File: src/rtl/regfile_pkg.sv
// Shared register-file constants and writeback source names.
// Latency: n/a (declarations only).
// Backpressure: n/a.
package regfile_pkg;

  localparam int RF_ADDR_W   = 4;
  localparam int RF_NUM_REGS = 2 ** RF_ADDR_W;
  localparam int RF_DATA_W   = 64;
  localparam int RF_ZERO_REG = RF_NUM_REGS - 1;
  localparam int RF_NUM_SRC  = 4;

  // Writeback requester index assignment on the arbiter inputs
  typedef enum logic [1:0] {
    SRC_ALU  = 2'd0,
    SRC_LOAD = 2'd1,
    SRC_MUL  = 2'd2,
    SRC_LINK = 2'd3
  } wb_src_e;

endpackage

File: src/rtl/rr_arbiter.sv
// Round-robin arbiter: one-hot grant searched from a rotating pointer.
// Latency: grant is combinational; pointer advances on the granting edge.
// Backpressure: enable=0 suppresses all grants and freezes the pointer.
module rr_arbiter #(
  parameter  int NUM_REQ = 4,
  localparam int IDX_W   = (NUM_REQ > 1) ? $clog2(NUM_REQ) : 1
) (
  input  logic               clk,
  input  logic               reset_n,
  input  logic [NUM_REQ-1:0] req,
  input  logic               enable,
  output logic [NUM_REQ-1:0] grant,
  output logic [IDX_W-1:0]   grant_idx,
  output logic               grant_vld
);

  logic [IDX_W-1:0] ptr;

  // Priority search starting at ptr and wrapping; first active request wins
  always_comb begin
    grant     = '0;
    grant_idx = '0;
    grant_vld = 1'b0;
    if (enable) begin
      for (int k = 0; k < NUM_REQ; k++) begin
        if (!grant_vld && req[(int'(ptr) + k) % NUM_REQ]) begin
          grant_vld = 1'b1;
          grant_idx = IDX_W'((int'(ptr) + k) % NUM_REQ);
        end
      end
    end
    if (grant_vld) begin
      grant[grant_idx] = 1'b1;
    end
  end

  // Pointer moves just past the winner so it has lowest priority next time
  always_ff @(posedge clk or negedge reset_n) begin
    if (!reset_n) begin
      ptr <= '0;
    end else if (grant_vld) begin
      ptr <= (grant_idx == IDX_W'(NUM_REQ - 1)) ? '0 : grant_idx + 1'b1;
    end
  end

endmodule

File: src/rtl/regfile_wr_arbiter.sv
// Shares the register-file write port among writeback sources, one write per cycle.
// Latency: 1 cycle from grant to registered wr_en/wr_addr/wr_data/wr_valid.
// Backpressure: stall or reset blocks all req_ready; requesters hold until granted.
module regfile_wr_arbiter
  import regfile_pkg::*;
#(
  parameter int NUM_REQ     = RF_NUM_SRC,
  parameter int ADDR_W      = RF_ADDR_W,
  parameter int DATA_W      = RF_DATA_W,
  parameter bit ZERO_REG_EN = 1'b1,
  localparam int NUM_REGS   = 2 ** ADDR_W,
  localparam int IDX_W      = (NUM_REQ > 1) ? $clog2(NUM_REQ) : 1
) (
  input  logic                            clk,
  input  logic                            reset_n,
  input  logic [NUM_REQ-1:0]              req_valid,
  input  logic [NUM_REQ-1:0][ADDR_W-1:0]  req_addr,
  input  logic [NUM_REQ-1:0][DATA_W-1:0]  req_data,
  output logic [NUM_REQ-1:0]              req_ready,
  input  logic                            stall,
  output logic [NUM_REGS-1:0]             wr_en,
  output logic [ADDR_W-1:0]               wr_addr,
  output logic [DATA_W-1:0]               wr_data,
  output logic                            wr_valid
);

  localparam logic [ADDR_W-1:0] ZERO_IDX = ADDR_W'(NUM_REGS - 1);

  logic               arb_en;
  logic [NUM_REQ-1:0] grant;
  logic [IDX_W-1:0]   grant_idx;
  logic               grant_vld;
  logic [ADDR_W-1:0]  sel_addr;
  logic [DATA_W-1:0]  sel_data;
  logic [NUM_REGS-1:0] wr_en_nxt;

  // Reset is folded into the enable so no grant is visible while held in reset
  assign arb_en = ~stall & reset_n;

  rr_arbiter #(
    .NUM_REQ   (NUM_REQ)
  ) u_arb (
    .clk       (clk),
    .reset_n   (reset_n),
    .req       (req_valid),
    .enable    (arb_en),
    .grant     (grant),
    .grant_idx (grant_idx),
    .grant_vld (grant_vld)
  );

  assign req_ready = grant;

  // Select the winner's address/data and decode the one-hot enable
  always_comb begin
    sel_addr  = req_addr[grant_idx];
    sel_data  = req_data[grant_idx];
    wr_en_nxt = '0;
    if (grant_vld && !(ZERO_REG_EN && (sel_addr == ZERO_IDX))) begin
      wr_en_nxt[sel_addr] = 1'b1;
    end
  end

  // Output register; addr/data keep their last value when nothing is granted
  always_ff @(posedge clk or negedge reset_n) begin
    if (!reset_n) begin
      wr_en    <= '0;
      wr_valid <= 1'b0;
      wr_addr  <= '0;
      wr_data  <= '0;
    end else begin
      wr_en    <= wr_en_nxt;
      wr_valid <= grant_vld;
      if (grant_vld) begin
        wr_addr <= sel_addr;
        wr_data <= sel_data;
      end
    end
  end

endmodule

File: config.mk
export PLATFORM = sky130hd
export DESIGN_NAME = regfile_wr_arbiter
export DESIGN_NICKNAME = d
export VERILOG_FILES = /design/src/rtl/regfile_pkg.sv /design/src/rtl/rr_arbiter.sv /design/src/rtl/regfile_wr_arbiter.sv
export SDC_FILE = /design/constraint.sdc
export NUM_CORES = 1
export LEC_CHECK = 0
export BUFFER_PORTS_ARGS = -buffer_cell sky130_fd_sc_hd__buf_2
export CORE_AREA = 2 2 143 145
export CTS_BUF_LIST = sky130_fd_sc_hd__clkbuf_4
export CTS_CLUSTER_DIAMETER = 30
export DETAILED_ROUTE_END_ITERATION = 7
export DIE_AREA = 0 0 145 147
export PLACE_DENSITY = 0.58
export SLEW_MARGIN = 20
export SYNTH_ARGS = -nofsm -noshare
export SYNTH_HDL_FRONTEND = slang
export SYNTH_SLANG_ARGS = --single-unit
File: constraint.sdc
create_clock -name clk -period 2.2 [get_ports clk]
set_input_delay 0.11 -clock clk [delete_from_list [all_inputs] [get_ports clk]]
set_output_delay 0.11 -clock clk [all_outputs]
set_load 0.01 [all_outputs]
==> impl_results.md <==
* Asr flop ratio synth at 1.000
* Synthesized area per cell at between 10 and 15 um2
* Fin cells at between 1k and 1.5k
* Core area at slightly below 0.02 mm2
* Sw Share at 0.3666
* Slowest Stage Delay on Critical Path at about 470 ps
* First-pass GRT wire length at approximately 36 mm
* Die Y at around 150 um
* Count of final max-slew check failures at 0
* Power Dens Cells at roughly 550 mW/mm2
* DIE AREA at ~0.021 mm2
* Clock tree buffer depth at 2
* Pint at about 3600 uW
* Post-synthesis sequential area ratio at 0.4203
* Req. time, crit path at ~2500 ps
* Failing checks: negative setup slack
* Clock Root Buffer: clkbuf_4
* HPWL after detailed placement at roughly 14 mm
* Period utilisation layout at 1.033
* Max H-tree Level at 3
* Sequential share of power at 0.390
* NetSw at 2058 uW
* Leading area contributor after synthesis: dfrtp_1
* Synth cell types at 31
* CTS tree: done
* Max_cap viols at 0
* Net Count, Synth at approximately 760
* Crit-path max FO at 15
* Crit path max-delay family: buffers and inverters
* Area contributors post-synth: dfrtp_1, mux2_2, mux2i_1
* Routability cong. at 0.8563
* Most used DFF post-synth: dfrtp_1
* Endpoints failing setup at 9
* Iter 0 DRT Violations at between 200 and 300
* Clock skew at 29.88 ps
* Initial antenna violation count at 2
* CP most frequent cell: buf_12
* Routed WL per cell at 18.09 um
* Arrival time worst endpoint at 2620 ps
* Drt first pass iters at 5
* Critical path type: register to register
* Measured slew at the worst slew-check pin at 695.5 ps
* Final min period at between 2000 and 2500 ps
* Synthesized cell area at 0.005180 mm2
* Post-synth top area share at 0.4203
* Row cnt at 52
* Cells after synthesis at 481
* Worst setup margin at -73.62 ps
* Slowest stage cell, crit path: dfrtp_2
* Vias per inst at slightly below 5
* Worst skew pair latency at roughly 460 ps
* Cell Chain, Critical Path: nor4bb_4 -> o311a_4 -> buf_8 -> buf_12 -> buf_16 -> buf_12 -> mux2_2 -> o22ai_1 -> a21oi_1
* Slew headroom at 0.5363
* Detailed-route via count at approximately 6.6k
* WP buf/inv at 4
* Power share of the clock group at 0.153
* RSZ-0062 raised after global routing: true
* Status: complete, but fails checks
* Port Buf Inserts at 367
* Leakage power at between 0.004 and 0.005 uW
* Largest net degree at the start of global routing at 74
* IO Count at 368
* Worst-path clk slew at ~160 ps
* Yosys warnings at 0
* Vias in the first global route at between 6k and 7k
* Hold Path Class: primary input to register
* Overflow after GRT at 0
* Inst Count DP at around 1.1k
* Critical Path End Type: register
* Seq cells post-synth at between 80 and 90
* CP Launch Type: register
* VDD IR max at roughly 0.31 mV
* Combinational Power Share at 0.457
* Fmax at 439.8 MHz
* Detail Route Antenna Nets at 0
* Hold Fails Final Rpt at 0
* CTS Sinks at between 80 and 90
* Nets at 1364
* P&R area growth vs syn at 97.27%
* Routed Wire Length at ~25 mm
* EDFF count, synth at 0
* TritonCTS Buffers at 9
* Die width at 145 um
* Share of layout cells above drive strength 1 at 0.5134
* Final core occ at 0.5149
* Starting Density at 0.2610
* DRC violation count after routing at 0
* Overall routing resource usage at 0.2163
-- worst paths after layout --
| kind | from | endpoint | slack [ps] | cells after the start |
|---|---|---|---|---|
| worst max-delay path | u_arb.ptr[1] | wr_data[28] | -70 | 9 |
| worst min register to register | wr_addr[2] | wr_addr[2] | 510 | 2 |
| worst max register to register | u_arb.ptr[1] | wr_data[28] | -70 | 9 |
| min in group asynchronous | reset_n | wr_data[11] | 240 | 3 |
| worst min-delay path | req_data[82] | wr_data[18] | 60 | 4 |
| max in group asynchronous | reset_n | u_arb.ptr[1] | 880 | 4 |
-- cell families (layout without fill, tap and decap cells) --
family          count (synthesis)  count (layout)  share of synthesized area
buf+inv                        46             650                    0.04903
other cells                     1               3                  0.0007239
simple gates                   49              49                    0.05024
flops                          87              87                     0.4203
mux                           148             148                     0.3058
fa+ha+maj                       4               4                   0.009662
compound gates                146             146                     0.1643
-- routing by layer --
layer  wire, um  track usage
met2      12250       0.3688
met4       1287       0.1228
met3       1754      0.06335
met5          0            0
met1       9253       0.2429
-- cell usage after synthesis (all sizes together) (3+ instances only) --
cell	n
a21oi	67
nor3	16
and2	5
inv	7
buf	24
mux2i	78
clkbuf	15
o21ai	4
o22ai	66
nand2b	9
a22oi	4
a221oi	3
mux2	70
dfrtp	87
nand2	9
ha	4
nor2	7
-- power by group through the flow --
stage / sequential (uW) / combinational, uW / clock [uW]
4_1_cts: 2170 / 2380 / 906
2_1_floorplan: 2370 / 879 / 0
6_report: 2190 / 2570 / 858
3_5_place_dp: 2200 / 2010 / 0
3_3_place_gp: 2200 / 1980 / 0
5_1_grt: 2230 / 2750 / 944
-- layout make-up --
class	instances	area [um2]
clock inverter	6	45.04
timing repair buffer	628	4507
sequential	87	2178
clock buffer	9	67.56
inverter	7	46.29
tap	270	337.8
fill	1704	9625
multi-input combinational	348	3032
antenna	2	5.005
-- layout by cell type (no fill, tap or decap), drive strengths merged --
| master | count |
|---|---|
| mux2i | 78 |
| nor2b | 1 |
| a22oi | 4 |
| nand2 | 9 |
| conb | 1 |
| o21ai | 4 |
| dfrtp | 87 |
| o311a | 1 |
| o32a | 1 |
| buf | 423 |
| nor2 | 7 |
| inv | 9 |
| and2 | 5 |
| nand2b | 9 |
| clkinv | 4 |
| nor4bb | 2 |
| a221oi | 3 |
| mux2 | 70 |
| nor3 | 16 |
| diode | 2 |
| dlygate4sd3 | 205 |
| clkbuf | 9 |
| o22ai | 66 |
| ha | 4 |
| a21oi | 67 |
-- flip-flops by register name, indices dropped and copies added (netlist names) --
| signal | count |
|---|---|
| wr_data | 64 |
| wr_en | 16 |
| wr_addr | 4 |
| u_arb.ptr | 2 |
| wr_valid | 1 |
-- worst register-to-register path: stages, from the launching register on --
cell      delay, ps
dfrtp_2         470
nor4bb_4        320
o311a_4         290
buf_8           160
buf_12          170
buf_16          170
buf_12          120
mux2_2          320
o22ai_1         110
a21oi_1          60
-- what timing repair did --
item,in CTS,in global routing
hold endpoints to repair,99,0
resized for setup,12,64
endpoints found under the setup margin,4,75
gates cloned,2,0
hold buffers,205,0
pin swaps,6,13
buffers inserted,10,18
-- stage by stage --
stage / hold slack [ps] / area, um2 / power, uW / TNS (ps) / setup WS (ps)
2_1_floorplan: -185.6 / 5180 / 3251 / 0 / 286.3
3_3_place_gp: 188.0 / 7427 / 4187 / 0 / 30.67
3_5_place_dp: 195.0 / 7427 / 4205 / 0 / 34.18
4_1_cts: 0.4036 / 9786 / 5457 / -1223 / -75.31
5_1_grt: 17.15 / 10220 / 5920 / -4352 / -167.0
6_report: 59.41 / 10220 / 5615 / -179.8 / -73.62
Note: power is estimated with default switching activity, not from simulation.
